===== config.mk =====
export PLATFORM = sky130hd
export DESIGN_NAME = frame_sig_capture
export DESIGN_NICKNAME = d
export VERILOG_FILES = /design/src/rtl/frame_sig_capture.sv
export SDC_FILE = /design/constraint.sdc
export NUM_CORES = 1
export LEC_CHECK = 0
export ABC_CLOCK_PERIOD_IN_PS = 5700
export CELL_PAD_IN_SITES_DETAIL_PLACEMENT = 1
export CELL_PAD_IN_SITES_GLOBAL_PLACEMENT = 1
export CORE_MARGIN = 3
export CORE_UTILIZATION = 40
export DETAILED_ROUTE_END_ITERATION = 8
export PLACE_DENSITY_LB_ADDON = 0.1
export SLEW_MARGIN = 15
export SYNTH_ARGS = -nofsm -noshare
export SYNTH_HDL_FRONTEND = slang
export SYNTH_SLANG_ARGS = --single-unit

===== constraint.sdc =====
create_clock -name pixel_clk -period 5.7 [get_ports pixel_clk]
set_input_delay 1.71 -clock pixel_clk [delete_from_list [all_inputs] [get_ports pixel_clk]]
set_output_delay 1.71 -clock pixel_clk [all_outputs]
set_load 0.02 [all_outputs]

===== src/rtl/frame_sig_capture.sv =====
// Per-frame CRC-32 / pixel / line signature of the SDL pixel stream, latched once per frame.
// Optional FRAME_SIG_CMP_EN adds an expected-CRC compare with per-frame and sticky mismatch flags.
module frame_sig_capture #(
    parameter int H_ACTIVE = 800,
    parameter int V_ACTIVE = 600
) (
    input  logic        pixel_clk,
    input  logic        sim_rst,
    input  logic [10:0] sdl_sx,
    input  logic [9:0]  sdl_sy,
    input  logic        sdl_de,
    input  logic [7:0]  sdl_r,
    input  logic [7:0]  sdl_g,
    input  logic [7:0]  sdl_b,
`ifdef FRAME_SIG_CMP_EN
    input  logic [31:0] exp_crc,
    output logic        sig_mismatch,
    output logic        sig_mismatch_any,
`endif
    output logic [31:0] sig_crc,
    output logic [19:0] sig_pix_cnt,
    output logic [9:0]  sig_line_cnt,
    output logic        sig_err,
    output logic        sig_valid,
    output logic [15:0] frame_cnt
);

    localparam logic [0:0]  WAIT_SOF = 1'b0;
    localparam logic [0:0]  ACTIVE   = 1'b1;
    localparam logic [31:0] POLY     = 32'hEDB88320;
    localparam logic [31:0] CRC_INIT = 32'hFFFFFFFF;
    localparam logic [19:0] PIX_MAX  = 20'hFFFFF;
    localparam logic [9:0]  LINE_MAX = 10'h3FF;
    localparam logic [10:0] X_LAST   = 11'(H_ACTIVE - 1);
    localparam logic [9:0]  Y_LAST   = 10'(V_ACTIVE - 1);
    localparam logic [11:0] H_LIM    = 12'(H_ACTIVE);
    localparam logic [10:0] V_LIM    = 11'(V_ACTIVE);
    // Expected position after the SOF pixel (a one-pixel line wraps straight to the next row)
    localparam logic [10:0] X_INIT   = (H_ACTIVE == 1) ? 11'd0 : 11'd1;
    localparam logic [9:0]  Y_INIT   = (H_ACTIVE == 1) ? 10'd1 : 10'd0;

    function automatic logic [31:0] crc_pixel(input logic [31:0] crc_in, input logic [23:0] data);
        logic [31:0] c;
        c = crc_in;
        for (int i = 0; i < 3; i++) begin
            c = c ^ {24'd0, data[23-8*i -: 8]};
            for (int j = 0; j < 8; j++) begin
                c = c[0] ? ((c >> 1) ^ POLY) : (c >> 1);
            end
        end
        return c;
    endfunction

    logic [0:0]  state_reg, state_next;
    logic [31:0] crc_reg, crc_next;
    logic [19:0] pix_reg, pix_next;
    logic [9:0]  line_reg, line_next;
    logic [10:0] exp_x_reg, exp_x_next;
    logic [9:0]  exp_y_reg, exp_y_next;
    logic        err_reg, err_next;

    logic        latch;
    logic [31:0] latch_crc;
    logic [19:0] latch_pix;
    logic [9:0]  latch_line;
    logic        latch_err;

    logic        is_sof, is_eof, line_start, geom_bad;
    logic [31:0] crc_upd, crc_sof;
    logic [19:0] pix_acc;
    logic [9:0]  line_acc;
    logic        err_acc;

    assign is_sof     = sdl_de && (sdl_sx == 11'd0) && (sdl_sy == 10'd0);
    assign is_eof     = sdl_de && (sdl_sx == X_LAST) && (sdl_sy == Y_LAST);
    assign crc_upd    = crc_pixel(crc_reg, {sdl_r, sdl_g, sdl_b});
    assign crc_sof    = crc_pixel(CRC_INIT, {sdl_r, sdl_g, sdl_b});
    assign line_start = (exp_x_reg == 11'd0);
    assign geom_bad   = (sdl_sx != exp_x_reg) || (sdl_sy != exp_y_reg) ||
                        ({1'b0, sdl_sx} >= H_LIM) || ({1'b0, sdl_sy} >= V_LIM);
    assign pix_acc    = (pix_reg == PIX_MAX) ? pix_reg : pix_reg + 20'd1;
    assign line_acc   = (line_start && line_reg != LINE_MAX) ? line_reg + 10'd1 : line_reg;
    assign err_acc    = err_reg || geom_bad || (pix_reg == PIX_MAX) ||
                        (line_start && line_reg == LINE_MAX);

    always_comb begin
        state_next = state_reg;
        crc_next   = crc_reg;
        pix_next   = pix_reg;
        line_next  = line_reg;
        exp_x_next = exp_x_reg;
        exp_y_next = exp_y_reg;
        err_next   = err_reg;
        latch      = 1'b0;
        latch_crc  = crc_reg ^ CRC_INIT;
        latch_pix  = pix_reg;
        latch_line = line_reg;
        latch_err  = 1'b1;
        if (sdl_de) begin
            if (state_reg == WAIT_SOF) begin
                if (is_sof && is_eof) begin
                    latch      = 1'b1;
                    latch_crc  = crc_sof ^ CRC_INIT;
                    latch_pix  = 20'd1;
                    latch_line = 10'd1;
                    latch_err  = 1'b0;
                end else if (is_sof) begin
                    state_next = ACTIVE;
                end
            end else if (is_eof) begin
                latch      = 1'b1;
                latch_crc  = crc_upd ^ CRC_INIT;
                latch_pix  = pix_acc;
                latch_line = line_acc;
                latch_err  = err_acc;
                state_next = WAIT_SOF;
            end else if (is_sof) begin
                // Early SOF: latch the partial frame as errored, then restart on this pixel
                latch = 1'b1;
            end else begin
                crc_next = crc_upd;
                pix_next = pix_acc;
                line_next = line_acc;
                err_next = err_acc;
                if (exp_x_reg == X_LAST) begin
                    exp_x_next = 11'd0;
                    exp_y_next = exp_y_reg + 10'd1;
                end else begin
                    exp_x_next = exp_x_reg + 11'd1;
                end
            end
            if (is_sof && !is_eof) begin
                crc_next   = crc_sof;
                pix_next   = 20'd1;
                line_next  = 10'd1;
                exp_x_next = X_INIT;
                exp_y_next = Y_INIT;
                err_next   = 1'b0;
            end
        end
    end

    always_ff @(posedge pixel_clk) begin
        if (sim_rst) begin
            state_reg    <= WAIT_SOF;
            crc_reg      <= 32'd0;
            pix_reg      <= 20'd0;
            line_reg     <= 10'd0;
            exp_x_reg    <= 11'd0;
            exp_y_reg    <= 10'd0;
            err_reg      <= 1'b0;
            sig_crc      <= 32'd0;
            sig_pix_cnt  <= 20'd0;
            sig_line_cnt <= 10'd0;
            sig_err      <= 1'b0;
            sig_valid    <= 1'b0;
            frame_cnt    <= 16'd0;
        end else begin
            state_reg <= state_next;
            crc_reg   <= crc_next;
            pix_reg   <= pix_next;
            line_reg  <= line_next;
            exp_x_reg <= exp_x_next;
            exp_y_reg <= exp_y_next;
            err_reg   <= err_next;
            sig_valid <= latch;
            if (latch) begin
                sig_crc      <= latch_crc;
                sig_pix_cnt  <= latch_pix;
                sig_line_cnt <= latch_line;
                sig_err      <= latch_err;
                frame_cnt    <= frame_cnt + 16'd1;
            end
        end
    end

`ifdef FRAME_SIG_CMP_EN
    always_ff @(posedge pixel_clk) begin
        if (sim_rst) begin
            sig_mismatch     <= 1'b0;
            sig_mismatch_any <= 1'b0;
        end else if (latch) begin
            sig_mismatch     <= (latch_crc != exp_crc);
            sig_mismatch_any <= sig_mismatch_any || (latch_crc != exp_crc);
        end
    end
`endif

endmodule


== After elaboration in Yosys (flattened, before gate mapping) ==
Index checks and enable logic that the tools add are counted.

* Logic and storage cells: 209
* Output and inout bits: 80
* Flip-flop bits (word level): 165

* Mux-type cells: 100
* Bitwise operators: 57
* Reduce and logical (&&, ||, !) cells: 22
* Add/sub/neg operators: 5
* $lt $le $gt $ge: 2
* Eq/ne operators: 10

{| class="wikitable"
|+ Operators by type and width
! cell !! count
|-
| $mux 32 || 56
|-
| $not 13->14 || 48
|-
| $mux 20 || 9
|-
| $xor 32x8->32 || 5
|-
| $mux 10 || 14
|-
| $not 32->32 || 3
|-
| $mux 11 || 5
|-
| $not 8->32 || 1
|-
| $eq 11x10->1 const B || 2
|-
| $logic_not 11->1 || 2
|-
| $add 10x1->10 const B || 2
|-
| $add 20x1->20 const B || 1
|-
| $eq 10x10->1 const B || 2
|-
| $eq 20x20->1 const B || 1
|-
| $add 16x1->16 const B || 1
|-
| $mux 1 || 16
|-
| $add 11x1->11 const B || 1
|-
| $ge 11x10->1 const B || 1
|-
| $ne 11x11->1 || 1
|-
| $ge 10x10->1 const B || 1
|-
| $logic_not 10->1 || 1
|-
| $ne 10x10->1 || 1
|-
| $ne 10x10->1 const B || 1
|-
| $logic_and 1x1->1 || 8
|-
| other kinds (6) || 13
|}

== Depth between registers and ports, before layout ==
* Depth in word-level cells: 55
* Gate-level depth with buffers: 11

== Least setup slack after synthesis ==
No wires, ideal clock.

* Path type: input port to flip-flop
* From: input sdl_r[3]
* To: register sig_crc[21]
* Required time: 5.585 ns
* Path buffers: 1
* Setup time: 0.115 ns
* Stages: 10
* Data arrival time: 4.850 ns
* Path slack: 0.735 ns
* Path through: buf_2 xor2_2 xnor3_1 xor2_4 xor3_1 xnor3_1 xor3_1 xnor2_1 mux2i_1 o21a_1

* Longest elaborated chain between the ends: 40
* Elaborated cells between the ends (all ways): 84
* Those cells by class: mux: 52; bitwise: 32

{| class="wikitable"
|+ RTL lines
! what !! line !! source
|-
| start: declaration || 12 || <nowiki>input logic [7:0] sdl_r,</nowiki>
|-
| $xor 32x8->32 or $not 8->32 (tied branches) || n/a ||
|-
| $mux 32 (4 in a row) || 48 || <nowiki>c = c[0] ? ((c >> 1) ^ POLY) : (c >> 1);</nowiki>
|-
| $not 13->14 (no source line) || n/a ||
|-
| $mux 32 (3 in a row) || 48 ||
|-
| $not 13->14 (no source line) || n/a ||
|-
| $mux 32 || 48 ||
|-
| $xor 32x8->32 || 46 || <nowiki>c = c ^ {24'd0, data[23-8*i -: 8]};</nowiki>
|-
| $mux 32 (6 in a row) || 48 ||
|-
| (+13 left out) || n/a ||
|-
| $not 13->14 (no source line) || n/a ||
|-
| $mux 32 (2 in a row) || 48 ||
|-
| $not 13->14 (no source line) || n/a ||
|-
| $mux 32 || 48 ||
|-
| $not 32->32 (no source line) || n/a ||
|-
| $mux 32 (on tied branches) || 110, 101 ||
|-
| $mux 32 (*) || 100 || <nowiki>if (state_reg == WAIT_SOF) begin</nowiki>
|-
| $mux 32 (*) || 99 || <nowiki>if (sdl_de) begin</nowiki>
|-
| end signal: assignment || 168 || <nowiki>sig_crc <= latch_crc;</nowiki>
|-
| end: declaration || 20 || <nowiki>output logic [31:0] sig_crc,</nowiki>
|}

Mark *: on every way between the ends. The rest lies on a longest branch, timed or not.
A chain may end at the register's enable or synchronous reset.

== Worst setup path after layout ==
* From: input sdl_r[3]
* To: register sig_crc[16]

* Longest elaborated chain between the ends: 39
* Elaborated cells between the ends (all ways): 84
* Those cells by class: mux: 52; bitwise: 32

{| class="wikitable"
|+ RTL lines
! what !! line
|-
| $xor 32x8->32 or $not 8->32 (tied branches) || n/a
|-
| $mux 32 (8 in a row) || 48
|-
| $xor 32x8->32 || 46
|-
| $mux 32 (2 in a row) || 48
|-
| $not 13->14 (no source line) || n/a
|-
| $mux 32 (2 in a row) || 48
|-
| $not 13->14 (no source line) || n/a
|-
| $mux 32 || 48
|-
| (+11 left out) || n/a
|-
| $not 13->14 (no source line) || n/a
|-
| $mux 32 || 48
|-
| $not 13->14 (no source line) || n/a
|-
| $mux 32 (4 in a row) || 48
|-
| $not 32->32 (no source line) || n/a
|-
| $mux 32 (on tied branches) || 110, 101
|-
| $mux 32 (*) || 100
|-
| $mux 32 (*) || 99
|}

Marks and branches as above.

==> flow_summary.toml <==
[global_route]
grt_max_degree = 87
grt_pass1_vias = 10700
antenna_found_initial = 0
overflow = 0
grt_pass1_wl_mm = 66.2
grtUsageTotal_pct = 26.2

[floorplan]
initial_core_util_pct = 40.8
die_y_um = 180
die_w_um = 180
die_area_mm2 = 0.0325
core_area_mm2 = 0.0298
core.rowCount = 63
ios = 128

[drt]
viasPerCell = 5.42
drt-initial-drc-count = 604
drt-pass1-iter-count = 4
num_vias = 10600
postRouteAntennaNets = 0
drc = 0
wirelength_mm = 43.1
routedWlPerCell_um = 22.1

[timing]
tightest_slew_ns = 0.956
worst_clock_skew_ns = 0.0193
tns_ns = 0
max_freq_mhz = 194
layout_min_cycle_time_ns = 5.16
hold_ws_ns = 0.457
setup_viol = 0
rsz0062_at_grt = "no"
hold_viol = 0
drv_slew = 0
max_slew_margin_pct = 36.1
period_share_pct = 90.5

[logic_synthesis]
yosysUniqueCellTypes = 58
synth_most_common_cell = "xnor2_1"
syn_inst = 1413
synth_seq_cells = 165
synthArstFlopShare_pct = 0
postSynthAreaPerCell_um2 = 8.61
synthTopCellsByCount = "xnor2_1, dfxtp_1, nor2_1, nand2_1, xor2_1"
syn_area_mm2 = 0.0122
synth_top_area_share_pct = 27.2
synth_nets = 1467
synth-edff-count = 0
synth-seq-area-share_pct = 27.2
yosysWarnings = 0
ys.flop_type = "dfxtp_1"
yosys.area.top_type = "dfxtp_1"
synth_area_leaders = "dfxtp_1, xnor2_1, xor2_1, xnor3_1, nor2_1"

[layout]
syn2layout_area_growth_pct = 22.0
drive_above_1_share_pct = 9.38
diodes = 0
final_nets = 1598

[power_and_ir_drop]
p_leak_nw = 5.28
power_mw = 6.61
powerDensity_mw_per_mm2 = 445
peakVddDrop_mv = 0.455

[flow_run]
cap_viol_max_count = 0

[clock_tree]
root_buffer = "clkbuf_16"
cts.sinks = 165
htreeDepth = 4
clockBufferDepth = 2
postCtsSetupRepairBufs = 0
insertion_delay_ns = 0.46
tritoncts = "built"
cts_repair_resize_count = 0
cts-buffers-inserted = 17
cts.clk_slew.worst_paths_ns = 0.07
cts_hold_buf = 0

[min_path]
hold_depth = 2
holdCritPathClass = "register to register"

[worst_setup_path]
end_kind = "register"
required_ns = 6.06
cp_max_fo = 6
rr_worst_depth = 9
arrival_ns = 5.52
worstSetupPathType = "input port to register"
startpoint_type = "input port"

[run_status]
outcome = "finished clean"

[placed_design]
gp_congestion = 1.01
port_buffers = 127
hpwl_mm = 33.0
==> kinds of logic (layout without fill, tap and decap cells) <==
group           after synthesis  in the layout  share of synthesized area [%]
simple gates                457            457                           17.0
xor+xnor                    424            424                           38.1
flops                       165            165                           27.2
mux                          17             17                           1.49
buf+inv                     100            244                           3.18
compound gates              244            244                           12.5
fa+ha+maj                     6              6                          0.617
==> critical path: stages <==
cell and delay, ns:
clkdlybuf4s50_1 0.66, xor2_1 0.38, xnor3_1 0.51, xnor2_4 0.36, xnor3_1 0.67, xor3_1 0.52, xnor2_1 0.19, mux2_2 0.29
a211oi_1 0.22
==> final timing paths <==
path / start / endpoint / slack, ns
min: sig_crc[28]$_SDFFE_PP0P_ / sig_crc[28]$_SDFFE_PP0P_ / 0.46
max reg2reg: crc_reg[0]$_SDFFE_PP0P_ / sig_crc[16]$_SDFFE_PP0P_ / 1.86
min reg2reg: sig_crc[28]$_SDFFE_PP0P_ / sig_crc[28]$_SDFFE_PP0P_ / 0.46
max: sdl_r[3] / sig_crc[16]$_SDFFE_PP0P_ / 0.54
==> per-stage QoR <==
stage,instances,util (%),setup WS [ns],area [um^2]
4_1_cts,1946,49.7,0.634,14800
6_report,1947,49.8,0.540,14800
5_1_grt,1947,49.8,0.440,14800
3_3_place_gp,1914,47.7,0.208,14200
3_5_place_dp,1914,47.7,0.164,14200
2_1_floorplan,1413,-,0.735,12200
==> metal layers <==
layer / GRT usage [%] / part of all wire (%)
met3: 3.86 / 3.2
met5: 0 / 0
met2: 46.4 / 50
met4: 6.79 / 2.3
met1: 33.5 / 44
==> report_power, final <==
group | switching [mW] | internal (mW)
clock | 0.579 | 0.667
sequential | 0.000000781 | 1.15
combinational | 2.25 | 1.96
==> cell type report <==
type                    count  area (um^2)
clock buffers              17          425
clock inverters            15          184
fillers                  3520        15000
inverters                   7         26.3
multi-input cells        1148         8510
flip-flops and latches    165         3300
well taps                 390          488
repair buffers            205         1900
==> cell usage in the layout, fill, tap and decap left out, drive strengths merged, types with 3 or more instances in the layout <==
cell           count
nor2b              5
clkinv             3
and3              16
mux2               9
nand2            130
o21a              11
xor2             115
xnor3             41
nor3              29
and2               6
ha                 6
o21ai             45
o211ai            11
dfxtp            165
o22ai              3
a311oi            15
a31oi              4
clkdlybuf4s50    126
or3               15
nand3             44
nand4b             3
a21oi             90
buf               79
nand2b             3
nand3b             7
inv               16
xor3              11
nor2             164
mux2i              8
nor4              12
or2                3
nand4             14
clkbuf            17
a22oi             18
xnor2            257
a211oi            32
o21bai             3
Power figures use the tool's default switching activity.
